--- config.mk ---
export PLATFORM = sky130hd
export DESIGN_NAME = adc_conv_sequencer
export DESIGN_NICKNAME = d
export VERILOG_FILES = /design/src/rtl/adc_conv_sequencer.sv
export SDC_FILE = /design/constraint.sdc
export NUM_CORES = 1
export LEC_CHECK = 0
export CAP_MARGIN = 15
export CORE_MARGIN = 4
export CORE_UTILIZATION = 30
export DETAILED_ROUTE_END_ITERATION = 16
export GPL_TIMING_DRIVEN = 0
export PLACE_DENSITY = 0.46
export REMOVE_ABC_BUFFERS = 1
export SETUP_SLACK_MARGIN = 0.4
export SYNTH_ARGS = -nofsm -noshare
export SYNTH_HDL_FRONTEND = slang
export SYNTH_SLANG_ARGS = --single-unit
--- constraint.sdc ---
create_clock -name clk -period 3.1 [get_ports clk]
set_input_delay 0.62 -clock clk [delete_from_list [all_inputs] [get_ports clk]]
set_output_delay 0.62 -clock clk [all_outputs]
set_load 0.01 [all_outputs]
--- src/rtl/adc_conv_sequencer.sv ---
// Conversion sequencer for a parallel 16-bit ADC with active-low CONVST/CS/RD
// strobes and an active-low EOC. It issues periodic conversion starts, waits
// for end-of-conversion, strobes the read, latches the data bus and produces
// raw samples plus a 2^AVG_LOG2 boxcar average. It also handles EOC timeout,
// trigger overrun and a shutdown/wake sequence.
module adc_conv_sequencer #(
  parameter int DW          = 16,
  parameter int SAMPLE_DIV  = 5000,
  parameter int CONVST_LOW  = 4,
  parameter int RD_LOW      = 3,
  parameter int TIMEOUT     = 1000,
  parameter int WAKE_CYCLES = 200,
  parameter int AVG_LOG2    = 2
) (
  input  logic          clk,
  input  logic          rst_n,
  input  logic          enable,
  input  logic          shdn_req,
  input  logic          clear_err,
  input  logic          eoc_n,
  input  logic [DW-1:0] db,
  output logic          convst_n,
  output logic          cs_n,
  output logic          rd_n,
  output logic          wr_n,
  output logic          shdn,
  output logic [DW-1:0] sample,
  output logic          sample_valid,
  output logic [DW-1:0] avg_out,
  output logic          avg_valid,
  output logic          timeout_err,
  output logic          overrun_err,
  output logic          busy
);

  localparam logic [2:0] ST_IDLE  = 3'd0;
  localparam logic [2:0] ST_START = 3'd1;
  localparam logic [2:0] ST_CONV  = 3'd2;
  localparam logic [2:0] ST_READ  = 3'd3;
  localparam logic [2:0] ST_SHDN  = 3'd4;
  localparam logic [2:0] ST_WAKE  = 3'd5;

  // One shared phase counter serves START, CONV, READ and WAKE, so it is
  // sized for the longest of those phases.
  localparam int MAX_A = (CONVST_LOW > RD_LOW) ? CONVST_LOW : RD_LOW;
  localparam int MAX_B = (TIMEOUT > WAKE_CYCLES) ? TIMEOUT : WAKE_CYCLES;
  localparam int MAX_C = (MAX_A > MAX_B) ? MAX_A : MAX_B;
  localparam int CNTW  = $clog2(MAX_C + 1);
  localparam int TMRW  = $clog2(SAMPLE_DIV);
  localparam int AW    = DW + AVG_LOG2;
  localparam int NW    = (AVG_LOG2 > 0) ? AVG_LOG2 : 1;

  localparam logic [CNTW-1:0] CONVST_LAST = CNTW'(CONVST_LOW - 1);
  localparam logic [CNTW-1:0] RD_LAST     = CNTW'(RD_LOW - 1);
  localparam logic [CNTW-1:0] TO_LAST     = CNTW'(TIMEOUT - 1);
  localparam logic [CNTW-1:0] WAKE_LAST   = CNTW'(WAKE_CYCLES - 1);
  localparam logic [TMRW-1:0] TMR_LAST    = TMRW'(SAMPLE_DIV - 1);
  localparam logic [NW-1:0]   NUM_LAST    = NW'((1 << AVG_LOG2) - 1);

  logic            eoc_s1_q, eoc_s2_q, eoc_s3_q;
  logic            eoc_fall;
  logic [TMRW-1:0] timer_q, timer_d;
  logic            timer_run, tick;
  logic [2:0]      state_q, state_d;
  logic [CNTW-1:0] cnt_q, cnt_d;
  logic            shdn_pend_q, shdn_pend_d;
  logic            shdn_any;
  logic            capture, to_evt, ovr_evt;
  logic            in_xfer;
  logic            convst_n_q, rd_n_q, shdn_q, busy_q;
  logic [DW-1:0]   sample_q, avg_q;
  logic            sample_valid_q, avg_valid_q;
  logic            timeout_q, overrun_q;
  logic [AW-1:0]   acc_q, acc_sum, acc_shift;
  logic [NW-1:0]   num_q;

  assign eoc_fall  = eoc_s3_q & ~eoc_s2_q;
  assign in_xfer   = (state_q == ST_START) || (state_q == ST_CONV) || (state_q == ST_READ);
  assign timer_run = enable && (state_q != ST_SHDN) && (state_q != ST_WAKE);
  assign tick      = timer_run && (timer_q == TMR_LAST);
  assign timer_d   = (timer_run && !tick) ? timer_q + 1'b1 : '0;
  assign ovr_evt   = tick && in_xfer;
  assign shdn_any  = shdn_req | shdn_pend_q;
  assign acc_sum   = acc_q + AW'(db);
  assign acc_shift = acc_sum >> AVG_LOG2;

  // Two-flop synchronizer for the asynchronous EOC plus one delay stage for edge detection.
  always_ff @(posedge clk or negedge rst_n) begin
    if (!rst_n) begin
      eoc_s1_q <= 1'b1;
      eoc_s2_q <= 1'b1;
      eoc_s3_q <= 1'b1;
    end else begin
      eoc_s1_q <= eoc_n;
      eoc_s2_q <= eoc_s1_q;
      eoc_s3_q <= eoc_s2_q;
    end
  end

  // Free-running trigger timer; held at zero while disabled, shut down or waking.
  always_ff @(posedge clk or negedge rst_n) begin
    if (!rst_n) begin
      timer_q <= '0;
    end else begin
      timer_q <= timer_d;
    end
  end

  // Next-state logic for the conversion sequence and the shared phase counter.
  always_comb begin
    state_d     = state_q;
    cnt_d       = cnt_q;
    shdn_pend_d = shdn_pend_q;
    capture     = 1'b0;
    to_evt      = 1'b0;
    case (state_q)
      ST_IDLE: begin
        cnt_d = '0;
        if (shdn_req) begin
          state_d = ST_SHDN;
        end else if (tick) begin
          state_d = ST_START;
        end
      end
      ST_START: begin
        if (cnt_q == CONVST_LAST) begin
          state_d = ST_CONV;
          cnt_d   = '0;
        end else begin
          cnt_d = cnt_q + 1'b1;
        end
      end
      ST_CONV: begin
        if (eoc_fall) begin
          state_d = ST_READ;
          cnt_d   = '0;
        end else if (cnt_q == TO_LAST) begin
          to_evt  = 1'b1;
          state_d = shdn_any ? ST_SHDN : ST_IDLE;
          cnt_d   = '0;
        end else begin
          cnt_d = cnt_q + 1'b1;
        end
      end
      ST_READ: begin
        if (cnt_q == RD_LAST) begin
          capture = 1'b1;
          state_d = shdn_any ? ST_SHDN : ST_IDLE;
          cnt_d   = '0;
        end else begin
          cnt_d = cnt_q + 1'b1;
        end
      end
      ST_SHDN: begin
        cnt_d = '0;
        if (!shdn_req) begin
          state_d = ST_WAKE;
        end
      end
      ST_WAKE: begin
        if (shdn_req) begin
          state_d = ST_SHDN;
          cnt_d   = '0;
        end else if (cnt_q == WAKE_LAST) begin
          state_d = ST_IDLE;
          cnt_d   = '0;
        end else begin
          cnt_d = cnt_q + 1'b1;
        end
      end
      default: begin
        state_d = ST_IDLE;
        cnt_d   = '0;
      end
    endcase
    // A shutdown request seen mid-transaction is remembered until the transaction ends.
    if (shdn_req && in_xfer) begin
      shdn_pend_d = 1'b1;
    end
    if (state_d == ST_SHDN) begin
      shdn_pend_d = 1'b0;
    end
  end

  // State, phase counter and pending-shutdown registers.
  always_ff @(posedge clk or negedge rst_n) begin
    if (!rst_n) begin
      state_q     <= ST_IDLE;
      cnt_q       <= '0;
      shdn_pend_q <= 1'b0;
    end else begin
      state_q     <= state_d;
      cnt_q       <= cnt_d;
      shdn_pend_q <= shdn_pend_d;
    end
  end

  // ADC control pins decoded from the next state so they toggle glitch-free with the state.
  always_ff @(posedge clk or negedge rst_n) begin
    if (!rst_n) begin
      convst_n_q <= 1'b1;
      rd_n_q     <= 1'b1;
      shdn_q     <= 1'b0;
      busy_q     <= 1'b0;
    end else begin
      convst_n_q <= (state_d != ST_START);
      rd_n_q     <= (state_d != ST_READ);
      shdn_q     <= (state_d == ST_SHDN);
      busy_q     <= (state_d == ST_START) || (state_d == ST_CONV) || (state_d == ST_READ);
    end
  end

  // Capture the bus on the last read-low cycle and accumulate the boxcar average.
  always_ff @(posedge clk or negedge rst_n) begin
    if (!rst_n) begin
      sample_q       <= '0;
      sample_valid_q <= 1'b0;
      avg_q          <= '0;
      avg_valid_q    <= 1'b0;
      acc_q          <= '0;
      num_q          <= '0;
    end else begin
      sample_valid_q <= capture;
      avg_valid_q    <= 1'b0;
      if (capture) begin
        sample_q <= db;
        if (num_q == NUM_LAST) begin
          avg_q       <= acc_shift[DW-1:0];
          avg_valid_q <= 1'b1;
          acc_q       <= '0;
          num_q       <= '0;
        end else begin
          acc_q <= acc_sum;
          num_q <= num_q + 1'b1;
        end
      end
    end
  end

  // Sticky error flags; a new event in the same cycle as clear_err keeps the flag set.
  always_ff @(posedge clk or negedge rst_n) begin
    if (!rst_n) begin
      timeout_q <= 1'b0;
      overrun_q <= 1'b0;
    end else begin
      if (to_evt) begin
        timeout_q <= 1'b1;
      end else if (clear_err) begin
        timeout_q <= 1'b0;
      end
      if (ovr_evt) begin
        overrun_q <= 1'b1;
      end else if (clear_err) begin
        overrun_q <= 1'b0;
      end
    end
  end

  assign convst_n     = convst_n_q;
  assign cs_n         = rd_n_q;
  assign rd_n         = rd_n_q;
  assign wr_n         = 1'b1;
  assign shdn         = shdn_q;
  assign sample       = sample_q;
  assign sample_valid = sample_valid_q;
  assign avg_out      = avg_q;
  assign avg_valid    = avg_valid_q;
  assign timeout_err  = timeout_q;
  assign overrun_err  = overrun_q;
  assign busy         = busy_q;

endmodule
==> results.yml, run 1 <==
yosys:
  netlist_top_cells_count: "102 x nand2_1, 85 x dfrtp_1, 41 x nor2_1"
  synth_ff_type: "dfrtp_1"
  synth_adder_area_share_pct: 5.900
  synthArstFlopShare_pct: 100.0
  seq_area_frac_synth_pct: 49.30
  syn_area_um2: 4581
  synth_compound_area_share_pct: 14.61
  yosys-top-cells-area: "dfrtp_1 46%, nand2_1 8.4%, ha_1 5.5%"
  synthMuxAreaShare_pct: 0.2185
  yosysTopAreaCell: "dfrtp_1"
  yosysWarnings: 0
  synth-simple-area-share_pct: 19.86
  synth.avg_cell_area_um2: 9.523
  synth_top_family_by_area: "simple AND/OR/NAND/NOR gates"
  synth_cell_type_count: 63
  synth_xor_xnor_area_share_pct: 6.310
  synth_enable_flop_cells: 0
  synth_most_common_cell: "nand2_1"
  synth_top_area_share_pct: 46.44
  postSynthCellCount: 481
  synth_seq_cells: 90
global_routing:
  grt_pass1_wl_mm: 18.55
  grtUsageTotal_pct: 13.13
  busiest_layer: "met2"
  grt_max_degree: 53
  grt_util_met1_pct: 17.84
  grt-ovfl-total: 0
  antenna_found_initial: 0
  use_met3_pct: 4.014
  grtUsageMet2_pct: 20.26
  grt_pass1_vias: 3568
final_layout:
  area_growth_pct: 28.98
  fillCellCount: 1488
  multi_input_area_um2: 2297
  drive_gt1_share_pct: 12.48
  design_area_um2: 5908
  ff_latch_area_um2: 2258
  antennaDiodeCount: 0
  final_nets: 591
clock_network:
  cts_root_buf: "clkbuf_16"
  htree_levels: 3
  cts_tree: "yes"
  clk_pin_slew_ns: 0.06
  clock_latency_ns: 0.35
  clockBufferDepth: 2
  hold_buffers: 0
  numCtsBuffers: 9
  cts_sinks: 90
setup_path:
  crit_fanout: 3
  cp.required_ns: 3.36
  cpPeakStageDelay_ns: 0.46
  cp-end-kind: "register"
  worstPathArrival_ns: 2.88
  worstSetupPathType: "input port to register"
  start_kind: "input port"
  crit_buf_inv: 1
  path_delay_family: "compound AO/OA/AOI/OAI gates"
  crit_chain: "clkdlybuf4s50_1 > ha_1 > a21oi_1 > o21ai_2 > o32a_4 > a21o_1 > xnor2_2 > o31ai_1"
  crit_cells: 8
  r2r_cells: 6
  crit_slowest_cell: "clkdlybuf4s50_1"
routing:
  drcViolationCount: 0
  wirelength_mm: 10.90
  vias: 3520
  post_drt_via_cell_ratio: 4.776
  drtIter0Drc: 206
  final_antenna_net_count: 0
  wire_per_inst_um: 14.78
  first_pass_iters: 4
floorplan:
  rows: 44
  initial_core_util_pct: 31.05
  ioPinCount: 64
  die_y_um: 131.6
  die_w_um: 131.6
  dieArea_um2: 17310
  core_area_um2: 14750
timing:
  achievable-frequency_ghz: 0.3816
  finalSetupViolations: 0
  slew_violations: 0
  worst_slack_ns: 0.4795
  finalCriticalPeriod_ns: 2.620
  hold_viol_final: 0
  setup-tns-final_ns: 0
  tightestPinTransition_ns: 0.6081
  finClkSkew_ns: 0.005262
  rsz0062_at_grt: "no"
  fin_crit_sh_pct: 84.53
  maxSlewHeadroom_pct: 59.46
power_and_ir_drop:
  switching_share_pct: 24.10
  ir_drop_mv: 0.2175
  p_sw_w: 0.0006268
  combPwrFrac_pct: 10.0
  leakage_nw: 2.612
  pwr-share-clk_pct: 43.3
  p_seq_share_pct: 46.7
  p_int_w: 0.001975
  p_per_area_nw_per_um2: 440.3
placement:
  place_ws_ns: -0.3027
  portBuffers: 62
  gp_congestion: 0.8206
  dpl-instance-area_um2: 5395
  place_hpwl_mm: 7.521
min_path:
  hp-class: "input port to async pin"
run_status:
  outcome: "finished clean"
run:
  maxCapViolCount: 0
## final cells by class
class                   instances  area share (%)
clock buffers                  12           4.341
repair buffers                 72           12.47
multi-input cells             354           38.88
clock inverters                 4          0.8471
inverters                      21           1.334
well taps                     184           3.897
flip-flops and latches         90           38.23
## kinds of logic (layout without fill, tap and decap cells)
kind of cell / count (synthesis) / after routing
XOR/XNOR: 33 / 33
other: 1 / 1
buffers and inverters: 37 / 109
flip-flops: 90 / 90
AND/OR/NAND/NOR: 200 / 200
AO/OA/AOI/OAI: 98 / 98
adder cells (fa/ha/maj): 21 / 21
multiplexers: 1 / 1
## path summary, 6_finish.rpt
kind / slack, ns / endpoint / from
max: 0.48 / acc_q[11] / db[2]
min: 0.25 / cnt_q[3] / rst_n
max reg2reg: 0.67 / acc_q[17] / cnt_q[5]
min reg2reg: 0.36 / eoc_s2_q / eoc_s1_q
max in group asynchronous: 2.16 / eoc_s3_q / rst_n
min in group clk: 0.36 / eoc_s2_q / eoc_s1_q
## power groups by stage
stage	clock network (W)	logic, W	registers (W)
finish	0.00113	0.000261	0.00121
global route	0.00121	0.000294	0.00122
CTS	0.00117	0.000255	0.00121
detailed placement	0	0.000240	0.00124
global placement	0	0.000235	0.00124
floorplan	0	0.000136	0.00123
## repair_timing
item / in CTS / in global routing
pin swaps: 8 / 6
gates cloned: 0 / 0
buffers inserted: 3 / 4
resized for setup: 15 / 16
setup endpoints to repair: 21 / 29
endpoints found under the hold margin: 0 / 0
## per-stage QoR
| stage | cells | hold slack [ns] | utilization (%) | power, W |
|---|---|---|---|---|
| final | 737 | 0.2543 | 40.04 | 0.002601 |
| after global routing | 737 | 0.2877 | 40.04 | 0.002722 |
| after CTS | 733 | 0.2664 | 39.26 | 0.002636 |
| after detailed placement | 714 | 0.3526 | 36.57 | 0.001476 |
| after global placement | 711 | 0.3487 | 36.19 | 0.001470 |
| after floorplan | 465 | 0.3244 | - | 0.001368 |
## state kept, by name (all words and copies together) (netlist names), 2 cells and up
register,count
sample,16
timer_q,13
num_q,2
state_q,3
avg_out,16
acc_q,18
cnt_q,10
## layer usage
layer  vias to the layer above  routed length [um]  part of all wire [%]
met5                         -                   0                     0
met4                         0                 165                   1.5
met3                        14                 422                   3.9
met2                        55                4948                    45
met1                      1691                5359                    49
li1                       1760                   -                     -
## cell usage in the layout (no fill, tap or decap), types with 3 or more instances in the layout
cell type,netlist,layout
inv_2,2,3
o21ai_0,11,11
buf_4,2,8
ha_1,20,12
o21ai_1,26,26
nor3_1,5,5
inv_1,19,18
dfstp_2,5,5
dfrtp_1,85,85
a21oi_1,18,18
and3_1,9,9
ha_4,0,6
nor2_1,41,41
xnor2_1,12,11
clkbuf_16,0,9
nand2_1,102,101
nand4_1,6,6
o31ai_1,7,7
nand3_1,13,13
xor2_1,21,21
clkdlybuf4s50_1,0,55
dlymetal6s2s_1,0,4
a21o_1,7,7
o21a_1,3,3
nand3_2,3,3
Power figures use the tool's default switching activity.
==> run 2, diff against run 1 <==
Clock period 3.1 ns to 2.7 ns, I/O delays scaled along.
==> run 2 against run 1 <==
Effect of this change:
- register-to-register slack got worse by 0.42 ns
- cell area rose by 3.6%
- die area did not move
- non-clock buffer count rose by 13
- via count rose by 2.8%
- clock-buffer cell count did not move
- total power rose by 16%
- critical endpoint is now acc_q[16]
- critical path depth rose by 3
- largest cell class unchanged
- setup slack got worse by 0.24 ns
- clock skew rose by 0.00069 ns
- clock power rose by 14%
==> results.yml, run 2 (same netlist as run 1, synthesis figures left out) <==
final_layout:
  registers.top_by_ff_count: "acc_q"
  final_common_cell: "nand2_1"
  multi_input_area_um2: 2430
  stdcell_count: 751
  largest_reg_flops: 18
  final_cell_mix: "101 x nand2_1, 85 x dfrtp_1, 50 x clkdlybuf4s50_1"
  final_nets: 605
  design_area_um2: 6120
  ff_latch_area_um2: 2258
  fillCellCount: 1473
  area_growth_pct: 33.60
  fin_util_pct: 41.48
  antennaDiodeCount: 0
  drive_gt1_share_pct: 16.75
placement:
  dp.cells: 714
  dpl-instance-area_um2: 5395
  place_hpwl_mm: 7.521
  portBuffers: 62
  gp_congestion: 0.8206
power_and_ir_drop:
  finalPower_w: 0.003021
  leakage_nw: 2.668
  p_per_area_nw_per_um2: 493.7
  ir_drop_mv: 0.2467
routing:
  vias: 3617
  drcViolationCount: 0
  post_drt_via_cell_ratio: 4.816
  wirelength_mm: 11.20
  drtIter0Drc: 226
  wire_per_inst_um: 14.92
  first_pass_iters: 4
  final_antenna_net_count: 0
timing:
  rsz0062_at_grt: "yes"
  achievable-frequency_ghz: 0.4067
  finClkSkew_ns: 0.005950
  hold-worst-slack_ns: 0.1764
  slew_violations: 0
  finalSetupViolations: 0
  tightestPinTransition_ns: 0.6407
  fin_crit_sh_pct: 91.06
  maxSlewHeadroom_pct: 56.96
  hold_viol_final: 0
  finalCriticalPeriod_ns: 2.459
clock_network:
  cts_root_buf: "clkbuf_16"
  hold_buffers: 0
  numCtsBuffers: 9
  cts_tree: "yes"
  cts_sinks: 90
  clk_pin_slew_ns: 0.06
  htree_levels: 3
  clockBufferDepth: 2
  clock_latency_ns: 0.34
floorplan:
  die_w_um: 131.6
  dieArea_um2: 17310
  rows: 44
  initial_core_util_pct: 31.05
  die_y_um: 131.6
  ioPinCount: 64
  core_area_um2: 14750
global_routing:
  grt_pass1_wl_mm: 18.82
  grt-ovfl-total: 0
  antenna_found_initial: 0
  grtUsageTotal_pct: 13.31
  grt_pass1_vias: 3652
  grt_max_degree: 53
setup_path:
  path_delay_family: "compound AO/OA/AOI/OAI gates"
  crit_slowest_cell: "or4_1"
  crit_buf_inv: 2
  crit_fanout: 3
  cp-end-kind: "register"
  worstPathArrival_ns: 2.73
  cpPeakStageDelay_ns: 0.40
  start_kind: "input port"
  crit_chain: "clkdlybuf4s15_2 > ha_4 > inv_2 > fa_2 > nor2b_4 > o21bai_4 > a211oi_4 > o41ai_4 > o21a_1 > or4_1 > o21ai_1"
  worstSetupPathType: "input port to register"
  cp.required_ns: 2.97
run:
  maxCapViolCount: 0
min_path:
  hp-class: "input port to async pin"
run_status:
  outcome: "finished clean"
run 2: final timing paths:
path / start / endpoint / slack (ns) / cells past startpoint
worst max-delay path: db[0] / acc_q[16] / 0.24 / 11
worst min-delay path: rst_n / cnt_q[3] / 0.18 / 1
worst max register to register: acc_q[0] / acc_q[16] / 0.25 / 10
worst min register to register: eoc_s1_q / eoc_s2_q / 0.36 / 0
max in group asynchronous: rst_n / eoc_s3_q / 1.84 / 2
min in group clk: eoc_s1_q / eoc_s2_q / 0.36 / 0
run 2: final cells by class:
cell class / instances / share of cell area [%]
Inverter: 21 / 1.288
Multi-Input combinational cell: 355 / 39.71
Clock inverter: 4 / 0.8178
Tap cell: 184 / 3.762
Clock buffer: 12 / 4.191
Timing Repair Buffer: 85 / 13.33
Sequential cell: 90 / 36.90
run 2: through the flow:
stage | setup TNS (ns) | worst slack (ns)
after floorplan | 0 | 0.1622
after global placement | -245.79 | -2.437
final | 0 | 0.2413
after global routing | 0 | 0.1398
after detailed placement | -11.45 | -0.6227
after CTS | 0 | 0.2291
run 2: per-layer routing:
metal / GRT usage [%] / wire [um]
met3: 4.128 / 354
met2: 20.95 / 5174
met4: 3.967 / 134
met1: 17.67 / 5540
met5: 0 / 0
run 2: timing repair:
action	in CTS	in global routing
pin swaps	19	23
setup buffers	6	14
gates resized for setup	48	11
cloned	0	1
endpoints found under the setup margin	54	26
run 2: worst reg2reg max path, stage by stage (launching register included):
cell and delay, ns:
dfrtp_1 0.39, ha_4 0.15, inv_2 0.03, fa_2 0.36, nor2b_4 0.15, o21bai_4 0.10, a211oi_4 0.36, o41ai_4 0.13
o21a_1 0.21, or4_1 0.40, o21ai_1 0.09
run 2: report_power, final:
group	total (W)	leakage, nW	switching, W	internal (W)
clock	0.00129	0.145	0.000523	0.000767
combinational	0.000335	1.54	0.000181	0.000154
sequential	0.00140	0.979	0.0000281	0.00137
==> run 3, diff against run 2 <==
Settings changed: CELL_PAD_IN_SITES_DETAIL_PLACEMENT from default to 0, CELL_PAD_IN_SITES_GLOBAL_PLACEMENT from default to 1, PLACE_DENSITY 0.46 to 0.57.
==> run 3 against run 2 <==
Effect of this change:
- combinational power increased by 2%
- cell area increased by 1.8%
- die area unchanged
- clock skew increased by 0.00080 ns
- core utilization increased by 0.76 points
- critical endpoint unchanged
- largest cell class unchanged
- largest power group is now clock
==> results.yml, run 3 (same netlist as run 1, synthesis figures left out) <==
run_status:
  outcome: "finished clean"
final_layout:
  area_growth_pct: 36.06
  final_nets: 613
  registers.top_by_ff_count: "acc_q"
  largest_reg_flops: 18
  fillCellCount: 1463
  final_common_cell: "nand2_1"
  antennaDiodeCount: 0
  drive_gt1_share_pct: 19.13
  final_cell_mix: "101 x nand2_1, 85 x dfrtp_1, 50 x clkdlybuf4s50_1"
routing:
  drcViolationCount: 0
  post_drt_via_cell_ratio: 4.767
  final_antenna_net_count: 0
  wire_per_inst_um: 14.79
  vias: 3618
  first_pass_iters: 4
  drtIter0Drc: 197
  wirelength_mm: 11.23
timing:
  hold_viol_final: 0
  slew_violations: 0
  rsz0062_at_grt: "yes"
  achievable-frequency_ghz: 0.4003
  finalSetupViolations: 0
  finalCriticalPeriod_ns: 2.498
  maxSlewHeadroom_pct: 60.62
  finClkSkew_ns: 0.006752
  worst_slack_ns: 0.2016
  hold-worst-slack_ns: 0.09899
  fin_crit_sh_pct: 92.53
  tightestPinTransition_ns: 0.5907
clock_network:
  htree_levels: 3
  clk_pin_slew_ns: 0.07
  cts_root_buf: "clkbuf_16"
  cts_tree: "yes"
  numCtsBuffers: 9
  cts_sinks: 90
  hold_buffers: 0
  clock_latency_ns: 0.34
  clockBufferDepth: 2
setup_path:
  start_kind: "register"
  r2r_slack_ns: 0.20
  critPathLaunch: "acc_q[0]"
  r2r-end: "acc_q[16]"
  crit_buf_inv: 2
  cp.required_ns: 2.96
  cp-end-kind: "register"
  worstPathArrival_ns: 2.76
  worstSetupPathType: "register to register"
  crit_slowest_cell: "fa_2"
  crit_fanout: 3
  crit_chain: "ha_4 > inv_2 > fa_2 > nor2b_4 > o21bai_4 > a211oi_4 > buf_4 > o41ai_4 > o21a_1 > or4_1 > o21ai_1"
  cpPeakStageDelay_ns: 0.41
  path_delay_family: "compound AO/OA/AOI/OAI gates"
  r2r_cells: 11
  crit_path_end: "acc_q[16]"
  r2r_start: "acc_q[0]"
  crit_cells: 11
global_routing:
  grt_pass1_vias: 3714
  busiest_layer: "met2"
  grt_pass1_wl_mm: 19.07
  grt_util_met1_pct: 18.84
  grt_max_degree: 68
  antenna_found_initial: 0
  use_met3_pct: 2.676
  grtUsageMet2_pct: 20.69
  grt-ovfl-total: 0
  grtUsageTotal_pct: 13.50
power_and_ir_drop:
  ir_drop_mv: 0.2657
  p_per_area_nw_per_um2: 506.7
  finalPower_w: 0.003158
  leakage_nw: 2.752
run:
  maxCapViolCount: 0
floorplan:
  die_w_um: 131.6
  die_y_um: 131.6
  initial_core_util_pct: 31.05
  rows: 44
  ioPinCount: 64
  core_area_um2: 14750
  dieArea_um2: 17310
min_path:
  hp-class: "input port to async pin"
placement:
  place_ws_ns: -0.6232
  portBuffers: 62
  gp_congestion: 0.7961
  place_hpwl_mm: 7.587
==> run 3: cell types whose count changed in the layout (fill, tap and decap cells not counted), sizes merged <==
cell / change
buf: +10
clkinvlp: -1
clkdlybuf4s15: -2
clkbuf: +1
dlymetal6s2s: +2
dlygate4sd2: -2
a32oi: -1
bufinv: +1
==> run 3: worst reg2reg max path: cells and delay by family (launching register included) <==
| family | cells | cell delay, ns |
|---|---|---|
| AO/OA/AOI/OAI | 5 | 0.73 |
| adder cells (fa/ha/maj) | 2 | 0.56 |
| buffers and inverters | 2 | 0.21 |
| flip-flops | 1 | 0.38 |
| AND/OR/NAND/NOR | 2 | 0.54 |
==> run 3: worst min-delay path by stage <==
stage | start | endpoint | slack [ns] | depth (start not counted)
6_report | rst_n | state_q[2] | 0.1 | 1
3_5_place_dp | eoc_s1_q | eoc_s2_q | 0.35 | 0
4_1_cts | rst_n | cnt_q[3] | 0.1 | 1
5_1_grt | rst_n | cnt_q[3] | 0.11 | 1
2_1_floorplan | rst_n | acc_q[0] | 0.24 | 0
3_3_place_gp | eoc_s1_q | eoc_s2_q | 0.35 | 0
==> run 3: final cells by class <==
cell class	instances	area, um2	area share [%]
Clock buffer	12	266.5	4.276
Clock inverter	4	72.57	1.164
Inverter	21	78.83	1.265
Multi-Input combinational cell	354	2442	39.19
Sequential cell	90	2258	36.24
Tap cell	184	230.2	3.694
Timing Repair Buffer	94	883.3	14.17
==> run 3: report_power, final <==
part	leakage (nW)	total [W]	switching, W	internal (W)
clock network	0.165	0.00142	0.000537	0.000886
logic	1.61	0.000341	0.000184	0.000157
registers	0.979	0.00139	0.0000263	0.00137
total	2.75	0.00316	0.000747	0.00241
==> run 3: what timing repair did <==
action,CTS,global route
pin swaps,19,23
setup buffers,11,18
gates resized for setup,48,19
endpoints found under the setup margin,49,21
==> run 3: per-stage QoR <==
step	utilization (%)	cell area [um2]	setup TNS, ns	std cells
after floorplan	-	4489	0	465
after global placement	36.19	5340	-247.68	711
after detailed placement	36.57	5395	-11.51	714
after CTS	40.93	6040	0	741
after global routing	42.24	6232	0	759
final	42.24	6232	0	759
==> run 3: layer usage <==
metal / up-vias / share of wire (%)
met5: - / 0
met4: 0 / 1.6
met3: 12 / 2.5
met2: 54 / 45
met1: 1743 / 51
li1: 1809 / -
